===== config.mk =====
export PLATFORM = sky130hd
export DESIGN_NAME = uart_tx_frame
export DESIGN_NICKNAME = d
export VERILOG_FILES = /design/src/rtl/uart_tx_frame.sv
export SDC_FILE = /design/constraint.sdc
export NUM_CORES = 1
export LEC_CHECK = 0
export ABC_AREA = 1
export CAP_MARGIN = 10
export CORE_UTILIZATION = 57
export CTS_CLUSTER_DIAMETER = 150
export CTS_CLUSTER_SIZE = 12
export DETAILED_ROUTE_END_ITERATION = 12
export PLACE_DENSITY = 0.82
export SYNTH_ARGS = -nofsm -noshare
export SYNTH_HDL_FRONTEND = slang
export SYNTH_SLANG_ARGS = --single-unit

===== constraint.sdc =====
create_clock -name clk_TX -period 3.5 [get_ports clk_TX]
set_input_delay 0.35 -clock clk_TX [delete_from_list [all_inputs] [get_ports clk_TX]]
set_output_delay 0.35 -clock clk_TX [all_outputs]
set_load 0.005 [all_outputs]

===== src/rtl/uart_tx_frame.sv =====
`default_nettype none
// ============================================================================
//  Module      : uart_tx_frame
//  Description : UART transmit framer. Accepts one parallel byte when idle
//                and serialises it LSB-first as
//                  start(0) | data[0..DATA_WIDTH-1] | [parity] | stop(1)[x2]
//                with one bit per clk_TX cycle (clk_TX is the baud clock).
//  Parameters  : DATA_WIDTH  payload bits per frame (default 8)
//  Ports       : clk_TX      in   baud clock, all logic on posedge
//                rst         in   synchronous active-high reset
//                P_DATA      in   parallel payload, sampled with Data_Valid
//                Data_Valid  in   send request, accepted only while idle
//                PAR_EN      in   1: append parity bit after the data
//                PAR_TYP     in   0: even parity, 1: odd parity
//                TX_OUT      out  registered serial line, idles high
//                Busy        out  registered, high for the whole frame
//  Build macro : UART_TX_STOP2_EN  when defined, two stop bits are sent
//  Revision    : 1.0  initial release
// ============================================================================
module uart_tx_frame #(
    parameter int DATA_WIDTH = 8
) (
    input  logic                  clk_TX,
    input  logic                  rst,
    input  logic [DATA_WIDTH-1:0] P_DATA,
    input  logic                  Data_Valid,
    input  logic                  PAR_EN,
    input  logic                  PAR_TYP,
    output logic                  TX_OUT,
    output logic                  Busy
);

    localparam int              c_CNT_W    = (DATA_WIDTH > 1) ? $clog2(DATA_WIDTH) : 1;
    localparam logic [c_CNT_W-1:0] c_CNT_LAST = c_CNT_W'(DATA_WIDTH - 1);

    typedef enum logic [2:0] {
        S_IDLE   = 3'd0,
        S_START  = 3'd1,
        S_DATA   = 3'd2,
        S_PARITY = 3'd3,
        S_STOP   = 3'd4
    } state_t;

    state_t                  r_state;
    state_t                  w_state_next;
    logic [c_CNT_W-1:0]      r_cnt;
    logic [c_CNT_W-1:0]      w_cnt_next;
    logic [DATA_WIDTH-1:0]   r_data;
    logic                    r_par_en;
    logic                    r_par_typ;
    logic                    w_latch;
    logic                    w_parity;
    logic                    r_tx;
    logic                    r_busy;
    logic                    w_tx_next;
    logic                    w_busy_next;

`ifdef UART_TX_STOP2_EN
    // Marks that the first of the two stop cycles has already been sent.
    logic                    r_stop_second;
    logic                    w_stop_second_next;
`endif

    // Parity always comes from the latched byte, never from live P_DATA.
    assign w_parity = (^r_data) ^ r_par_typ;

    // ------------------------------------------------------------------
    // Next-state / counter logic
    // ------------------------------------------------------------------
    always_comb begin
        w_state_next = r_state;
        w_cnt_next   = r_cnt;
        w_latch      = 1'b0;
`ifdef UART_TX_STOP2_EN
        w_stop_second_next = 1'b0;
`endif
        case (r_state)
            S_IDLE: begin
                if (Data_Valid) begin
                    w_latch      = 1'b1;
                    w_state_next = S_START;
                end
            end
            S_START: begin
                w_cnt_next   = '0;
                w_state_next = S_DATA;
            end
            S_DATA: begin
                if (r_cnt == c_CNT_LAST) begin
                    w_cnt_next   = '0;
                    w_state_next = r_par_en ? S_PARITY : S_STOP;
                end else begin
                    w_cnt_next   = r_cnt + 1'b1;
                end
            end
            S_PARITY: begin
                w_state_next = S_STOP;
            end
            S_STOP: begin
`ifdef UART_TX_STOP2_EN
                if (!r_stop_second) begin
                    w_stop_second_next = 1'b1;
                end else begin
                    w_state_next = S_IDLE;
                end
`else
                w_state_next = S_IDLE;
`endif
            end
            default: begin
                // Undefined encodings recover straight to idle.
                w_state_next = S_IDLE;
                w_cnt_next   = '0;
            end
        endcase
    end

    // ------------------------------------------------------------------
    // Output decode from the *next* state so TX_OUT/Busy are registered
    // and change on the same edge as the state they describe.
    // ------------------------------------------------------------------
    always_comb begin
        w_tx_next   = 1'b1;
        w_busy_next = 1'b1;
        case (w_state_next)
            S_IDLE:   w_busy_next = 1'b0;
            S_START:  w_tx_next   = 1'b0;
            // r_data is already latched: DATA is never entered from IDLE.
            S_DATA:   w_tx_next   = r_data[w_cnt_next];
            S_PARITY: w_tx_next   = w_parity;
            S_STOP:   w_tx_next   = 1'b1;
            default:  w_busy_next = 1'b0;
        endcase
    end

    // ------------------------------------------------------------------
    // Registers
    // ------------------------------------------------------------------
    always_ff @(posedge clk_TX) begin
        if (rst) begin
            r_state   <= S_IDLE;
            r_cnt     <= '0;
            r_data    <= '0;
            r_par_en  <= 1'b0;
            r_par_typ <= 1'b0;
            r_tx      <= 1'b1;
            r_busy    <= 1'b0;
        end else begin
            r_state <= w_state_next;
            r_cnt   <= w_cnt_next;
            r_tx    <= w_tx_next;
            r_busy  <= w_busy_next;
            if (w_latch) begin
                r_data    <= P_DATA;
                r_par_en  <= PAR_EN;
                r_par_typ <= PAR_TYP;
            end
        end
    end

`ifdef UART_TX_STOP2_EN
    always_ff @(posedge clk_TX) begin
        if (rst) begin
            r_stop_second <= 1'b0;
        end else begin
            r_stop_second <= w_stop_second_next;
        end
    end
`endif

    assign TX_OUT = r_tx;
    assign Busy   = r_busy;

endmodule
`default_nettype wire


==> impl_metrics.env <==
export IMPL_rsz0062_at_grt="no"
export IMPL_crit_chain="ha_1, ha_1, nand2_1, o21ai_0, a21oi_1, a21oi_1, nand2_1, inv_1, nand2_1"
export IMPL_power_leakage_nw=0.606
export IMPL_cts_reportedPaths_clkPinSlew_ns=0.11
export IMPL_track_usage_pct=25.9
export IMPL_yosysSeqAreaShare_pct=32.6
export IMPL_cts_buffers=3
export IMPL_multi_input_area_sq_um=614
export IMPL_end_kind="register"
export IMPL_dp_cells=206
export IMPL_wl_um=2320
export IMPL_place_gp_congestion=0.899
export IMPL_postCtsSetupBuffers=0
export IMPL_route_detailed_drc=0
export IMPL_ctsHoldBuffers=0
export IMPL_hp_class="register to register"
export IMPL_placed_area_sq_um=1240
export IMPL_hpwlAfterDp_um=1750
export IMPL_finalHoldViolCount=0
export IMPL_grt_pass1_wl_um=3930
export IMPL_port_buffers=14
export IMPL_muxShareOfSynthArea_pct=0
export IMPL_synth_top_family_by_area="simple AND/OR/NAND/NOR gates"
export IMPL_synth_compound_area_share_pct=11.0
export IMPL_synth_distinct_cells=24
export IMPL_antennaDiodeCount=0
export IMPL_crit_path_start_kind="register"
export IMPL_yosys_area_share_simple_pct=40.8
export IMPL_postCtsResizedCells=0
export IMPL_finalNonFillerCells=210
export IMPL_floorplan_initialDensity_pct=62.6
export IMPL_die_w_um=46.0
export IMPL_tightest_slew_ns=0.665
export IMPL_status="complete, no violations"
export IMPL_fp_row_count=15
export IMPL_cts_tree="built"
export IMPL_ys_top_cells_by_area="dfxtp_1, nand2_1, nor2_1, inv_1, nand3_1"
export IMPL_drt_iter0_markers=36
export IMPL_design_area_sq_um=1280
export IMPL_slowest_delay_ns=0.37
export IMPL_finalSetupViolations=0
export IMPL_netlist_instances=173
export IMPL_final_nets=201
export IMPL_viasPerCell=5.06
export IMPL_ioPinCount=15
export IMPL_worst_slack_ns=1.79
export IMPL_ant_nets=0
export IMPL_synth_area_leader_cell="dfxtp_1"
export IMPL_drv_cap=0
export IMPL_path_class="register to register"
export IMPL_path_max_fanout=6
export IMPL_first_pass_iters=4
export IMPL_antenna_found_initial=0
export IMPL_htreeDepth=1
export IMPL_cts_sinks=18
export IMPL_synth_xor_area_share_pct=1.59
export IMPL_grt_max_degree=22
export IMPL_yosysWarnings=0
export IMPL_overflow=0
export IMPL_skew_ns=0.00670
export IMPL_worstPathArrival_ns=1.97
export IMPL_syn_nets=188
export IMPL_synth_top_area_share_pct=32.6
export IMPL_cts_root_buf="clkbuf_4"
export IMPL_synth_area_per_cell_sq_um=6.39
export IMPL_period_minus_slack_ns=1.71
export IMPL_vias=1062
export IMPL_place_ws_ns=1.73
export IMPL_cts_path_max_buffers=2
export IMPL_final_util_pct=72.3
export IMPL_tns_ns=0
export IMPL_max_freq_ghz=0.583
export IMPL_critPathMostFrequentCell="nand2_1"
export IMPL_register_area_sq_um=360
export IMPL_dieArea_sq_um=2120
export IMPL_final_max_slew_viol_count=0
export IMPL_nFillCells=166
export IMPL_max_slew_margin_rel_pct=55.5
export IMPL_slowest_stage="dfxtp_1"
export IMPL_ys_ff_latch=18
export IMPL_synthToLayoutAreaGrowth_pct=15.5
export IMPL_ir_worst_vdd_uv=282
export IMPL_drive_gt1_share_pct=8.11
export IMPL_grt_pass1_vias=921
export IMPL_core_sq_um=1760
export IMPL_synth_fa_ha_area_share_pct=2.27
export IMPL_die_h_um=46.0
export IMPL_netlist_area_sq_um=1100
export IMPL_finalCritPeriodShare_pct=49.0
export IMPL_clk_latency_ns=0.30
export IMPL_required_ns=3.76
export IMPL_wl_per_cell_um=11.0
export IMPL_p_per_area_nw_per_um2=370
## cell usage after synthesis
cell      instances
nor2_1           25
inv_2             2
clkbuf_2          2
clkbuf_1          2
ha_1              2
nand2_2           3
nand3_1          13
nor2_4            1
a31oi_1           1
nand2_1          52
a21oi_1           5
nand2_4           3
buf_4             1
xor2_1            1
nand4_1           2
buf_6             1
xnor2_1           1
inv_1            23
a211oi_1          8
nand3_2           2
o21ai_0           3
o21a_1            1
dfxtp_1          18
a22oi_1           1
## placed cells by master, fill, tap and decap left out
master / instances
xnor2_1: 1
ha_1: 2
nand2_4: 3
clkbuf_8: 1
o21ai_0: 3
nor2_4: 1
nand3_2: 2
inv_1: 23
nor2_1: 25
a211oi_1: 8
nand2_1: 52
a22oi_1: 1
xor2_1: 1
nand2_2: 3
a21oi_1: 5
o21a_1: 1
clkdlybuf4s50_1: 14
dfxtp_1: 18
nand4_1: 2
inv_2: 2
a31oi_1: 1
nand3_1: 13
clkbuf_4: 3
## sequential cells by signal, summed over array words and instances (netlist names)
| register | count |
|---|---|
| r_cnt | 3 |
| TX_OUT | 1 |
| Busy | 1 |
| r_par_typ | 1 |
| r_state | 3 |
| r_par_en | 1 |
| r_data | 8 |
## routing by layer
layer,vias to the layer above,share of wire (%),GRT usage (%),wire length (um)
li1,568,-,-,-
met1,461,47,33.4,1090
met2,26,46,42.3,1080
met3,7,4.0,4.37,93
met4,0,2.6,10.6,61
met5,-,0,0,0
## cells by family after synthesis
| logic type | after synthesis |
|---|---|
| DFF | 18 |
| adders and majority gates | 2 |
| AOI/OAI and AO/OA | 19 |
| buffers and inverters | 31 |
| and+or+nand+nor | 101 |
| xor gates and xnor gates | 2 |
## report_power, final
part | switching, mW | internal (mW)
registers | 0.0147 | 0.218
logic | 0.0606 | 0.0475
clock network | 0.0680 | 0.0635
## layout make-up
type,instances,share of cell area (%)
multi-input cells,124,48.1
flip-flops and latches,18,28.2
repair buffers,14,11.0
inverters,25,7.35
clock buffers,4,2.84
well taps,25,2.45
## worst paths after layout
| check | endpoint | slack [ns] | depth (start not counted) | start |
|---|---|---|---|---|
| worst max-delay path | TX_OUT | 1.79 | 9 | r_cnt[0] |
| worst min-delay path | r_par_en | 0.48 | 2 | r_par_en |
| worst max register to register | TX_OUT | 1.79 | 9 | r_cnt[0] |
| worst min register to register | r_par_en | 0.48 | 2 | r_par_en |
## worst max-delay path: cells and delay by family (launching register included)
kind | cells | cell delay (ns)
AO/OA/AOI/OAI | 3 | 0.52
adder cells (fa/ha/maj) | 2 | 0.47
flip-flops | 1 | 0.37
AND/OR/NAND/NOR | 3 | 0.29
buffers and inverters | 1 | 0.04
## per-stage QoR
stage | hold WS, ns | power, mW
after floorplan | 0.439 | 0.315
after global placement | 0.465 | 0.340
after detailed placement | 0.461 | 0.345
after CTS | 0.479 | 0.472
after global routing | 0.506 | 0.499
final | 0.475 | 0.473
No activity file was read; power rests on OpenSTA's default activity.
==> RTL change, RTL diff (config.mk and constraints unchanged) <==
Set the parameter `DATA_WIDTH` to 16 (it was 8). Comments in the files are not updated.
--- a/src/rtl/uart_tx_frame.sv
+++ b/src/rtl/uart_tx_frame.sv
@@ -20,3 +20,3 @@
 module uart_tx_frame #(
-    parameter int DATA_WIDTH = 8
+    parameter int DATA_WIDTH = 16
 ) (
Ports: changed (resized P_DATA); port bits go from 15 to 23. No check against the original RTL was run, so the function may have changed too.
==> RTL change against the original RTL <==
Sequential cell count increased by 9; final cell count up 56%; synthesized area increased by 49%; worst setup slack worse by 29 ps; global-route usage down 2.6 points; total power increased by 51%; critical path type unchanged; routed wire length increased by 43%; design area rose by 50%; maximum frequency shrank 1.7%.
==> RTL change: results (changes against the original RTL) <==
dpl ws=1740 ps (+6.53 ps); largest net degree at the start of global routing=36 (+64%); gpl congestion=0.787 (-12%); register area share after synthesis=0.329 (+0.00236); status=finished clean; Netlist cell types=22 (-8.3%); Mapped Cells=276 (+60%); clk slew on worst S/H paths=140 ps (+30 ps); Reg2Reg Depth=10 (+1); ys flop type=dfxtp_1; Via density=5.08 (+0.50%); TNS Setup=0 ps (unchanged); fraction of layout cells with a size suffix above 1=0.0505 (-0.0306); number of global-route vias before repair=1434 (+56%); GRT Util Overall=0.233 (-0.0257); Placement Cell Area=1890 um^2 (+52%); PostCTS Resize Cnt=0 (unchanged); uppermost routed layer=met4; Crit Path Max Fanout=10 (+4); drt first pass iters=4 (unchanged); hold crit path type=reg2reg; first-pass GRT wire length=5.87 mm (+49%); cts bufs inserted=3 (unchanged); Post-Syn Nets=298 (+59%); DP HPWL=2.56 mm (+46%); CTS H-Tree Depth=1 (unchanged); Worst IR Drop VDD=323 uV (+15%); ant diodes=0 (unchanged); DR WL met3=110 um (+18%); top post-synthesis cells by count=nand2_1 (110), inv_1 (32), nand3_1 (31); initial antenna violation count=0 (unchanged); most area-consuming cells after synthesis=dfxtp_1 (33%), nand2_1 (25%), nand3_1 (9.4%); non-filler cells, final=328 (+56%); DRT iter0 DRCs=107 (+200%); metal2 WL=1.52 mm (+41%); grt total ovfl=0 (unchanged); Leak=0.909 nW (+50%); CTS Buffer Depth=2 (unchanged); hold path depth=2 (unchanged); post-CTS setup repair buffer count=0 (unchanged); Largest regs=r_data x16, r_cnt x4, r_state x3; clk root buf=clkbuf_4; I/O Buffers=22 (+8); FFs w/ async S/R, synth=0 (unchanged); Syn. warnings=0 (unchanged); worst rel slew slack=0.691 (+0.135); Nets=320 (+59%); DR WL/cell=10.1 um (-8.6%); WP data arrival=1980 ps; Worst Skew=1.04 ps (-5.66 ps); Worst-Skew Late Latency=320 ps (+20 ps); met1 WL=1.63 mm (+50%)
RTL change: final cells by class:
| type | instances | area [um^2] |
|---|---|---|
| multi-input combinational | 209 | 951 |
| fill | 255 | 822 |
| timing repair buffer | 23 | 228 |
| tap | 31 | 38.8 |
| clock buffer | 4 | 26.3 |
| inverter | 34 | 128 |
| sequential | 27 | 541 |
RTL change: cells by family after synthesis:
| group | Yosys count | synth area share |
|---|---|---|
| and+or+nand+nor | 164 | 0.433 |
| AOI/OAI and AO/OA | 44 | 0.137 |
| buffers and inverters | 40 | 0.0935 |
| DFF | 27 | 0.329 |
| adders and majority gates | 1 | 0.00760 |
RTL change: worst paths after layout:
| check | from | end | slack [ps] |
|---|---|---|---|
| setup / recovery | r_cnt[0]$_SDFF_PP0_ | TX_OUT$_SDFF_PP1_ | 1760 |
| setup reg to reg | r_cnt[0]$_SDFF_PP0_ | TX_OUT$_SDFF_PP1_ | 1760 |
| hold reg to reg | r_par_typ$_SDFFE_PP0P_ | r_par_typ$_SDFFE_PP0P_ | 490 |
| hold / removal | r_par_typ$_SDFFE_PP0P_ | r_par_typ$_SDFFE_PP0P_ | 490 |
RTL change: worst max-delay path: stages, from the launching register on:
cell and delay, ps:
dfxtp_1 470, ha_1 240, nand3_1 180, nand3_4 200
nand2_4 100, nand2_1 80, nand3_1 90, nand3_1 100
nand3_1 70, nand3_1 90, nand2_1 40
RTL change: report_power, final:
part / switching (mW) / internal, mW / leakage (nW)
combinational: 0.130 / 0.0909 / 0.671
sequential: 0.0257 / 0.333 / 0.223
clock: 0.0891 / 0.0447 / 0.0150
total: 0.245 / 0.469 / 0.909
RTL change: routing by layer:
layer / global-route usage / up-vias
met5: 0 / -
met4: 0.0750 / 0
met3: 0.0209 / 5
met2: 0.404 / 31
met1: 0.305 / 710
li1: - / 921
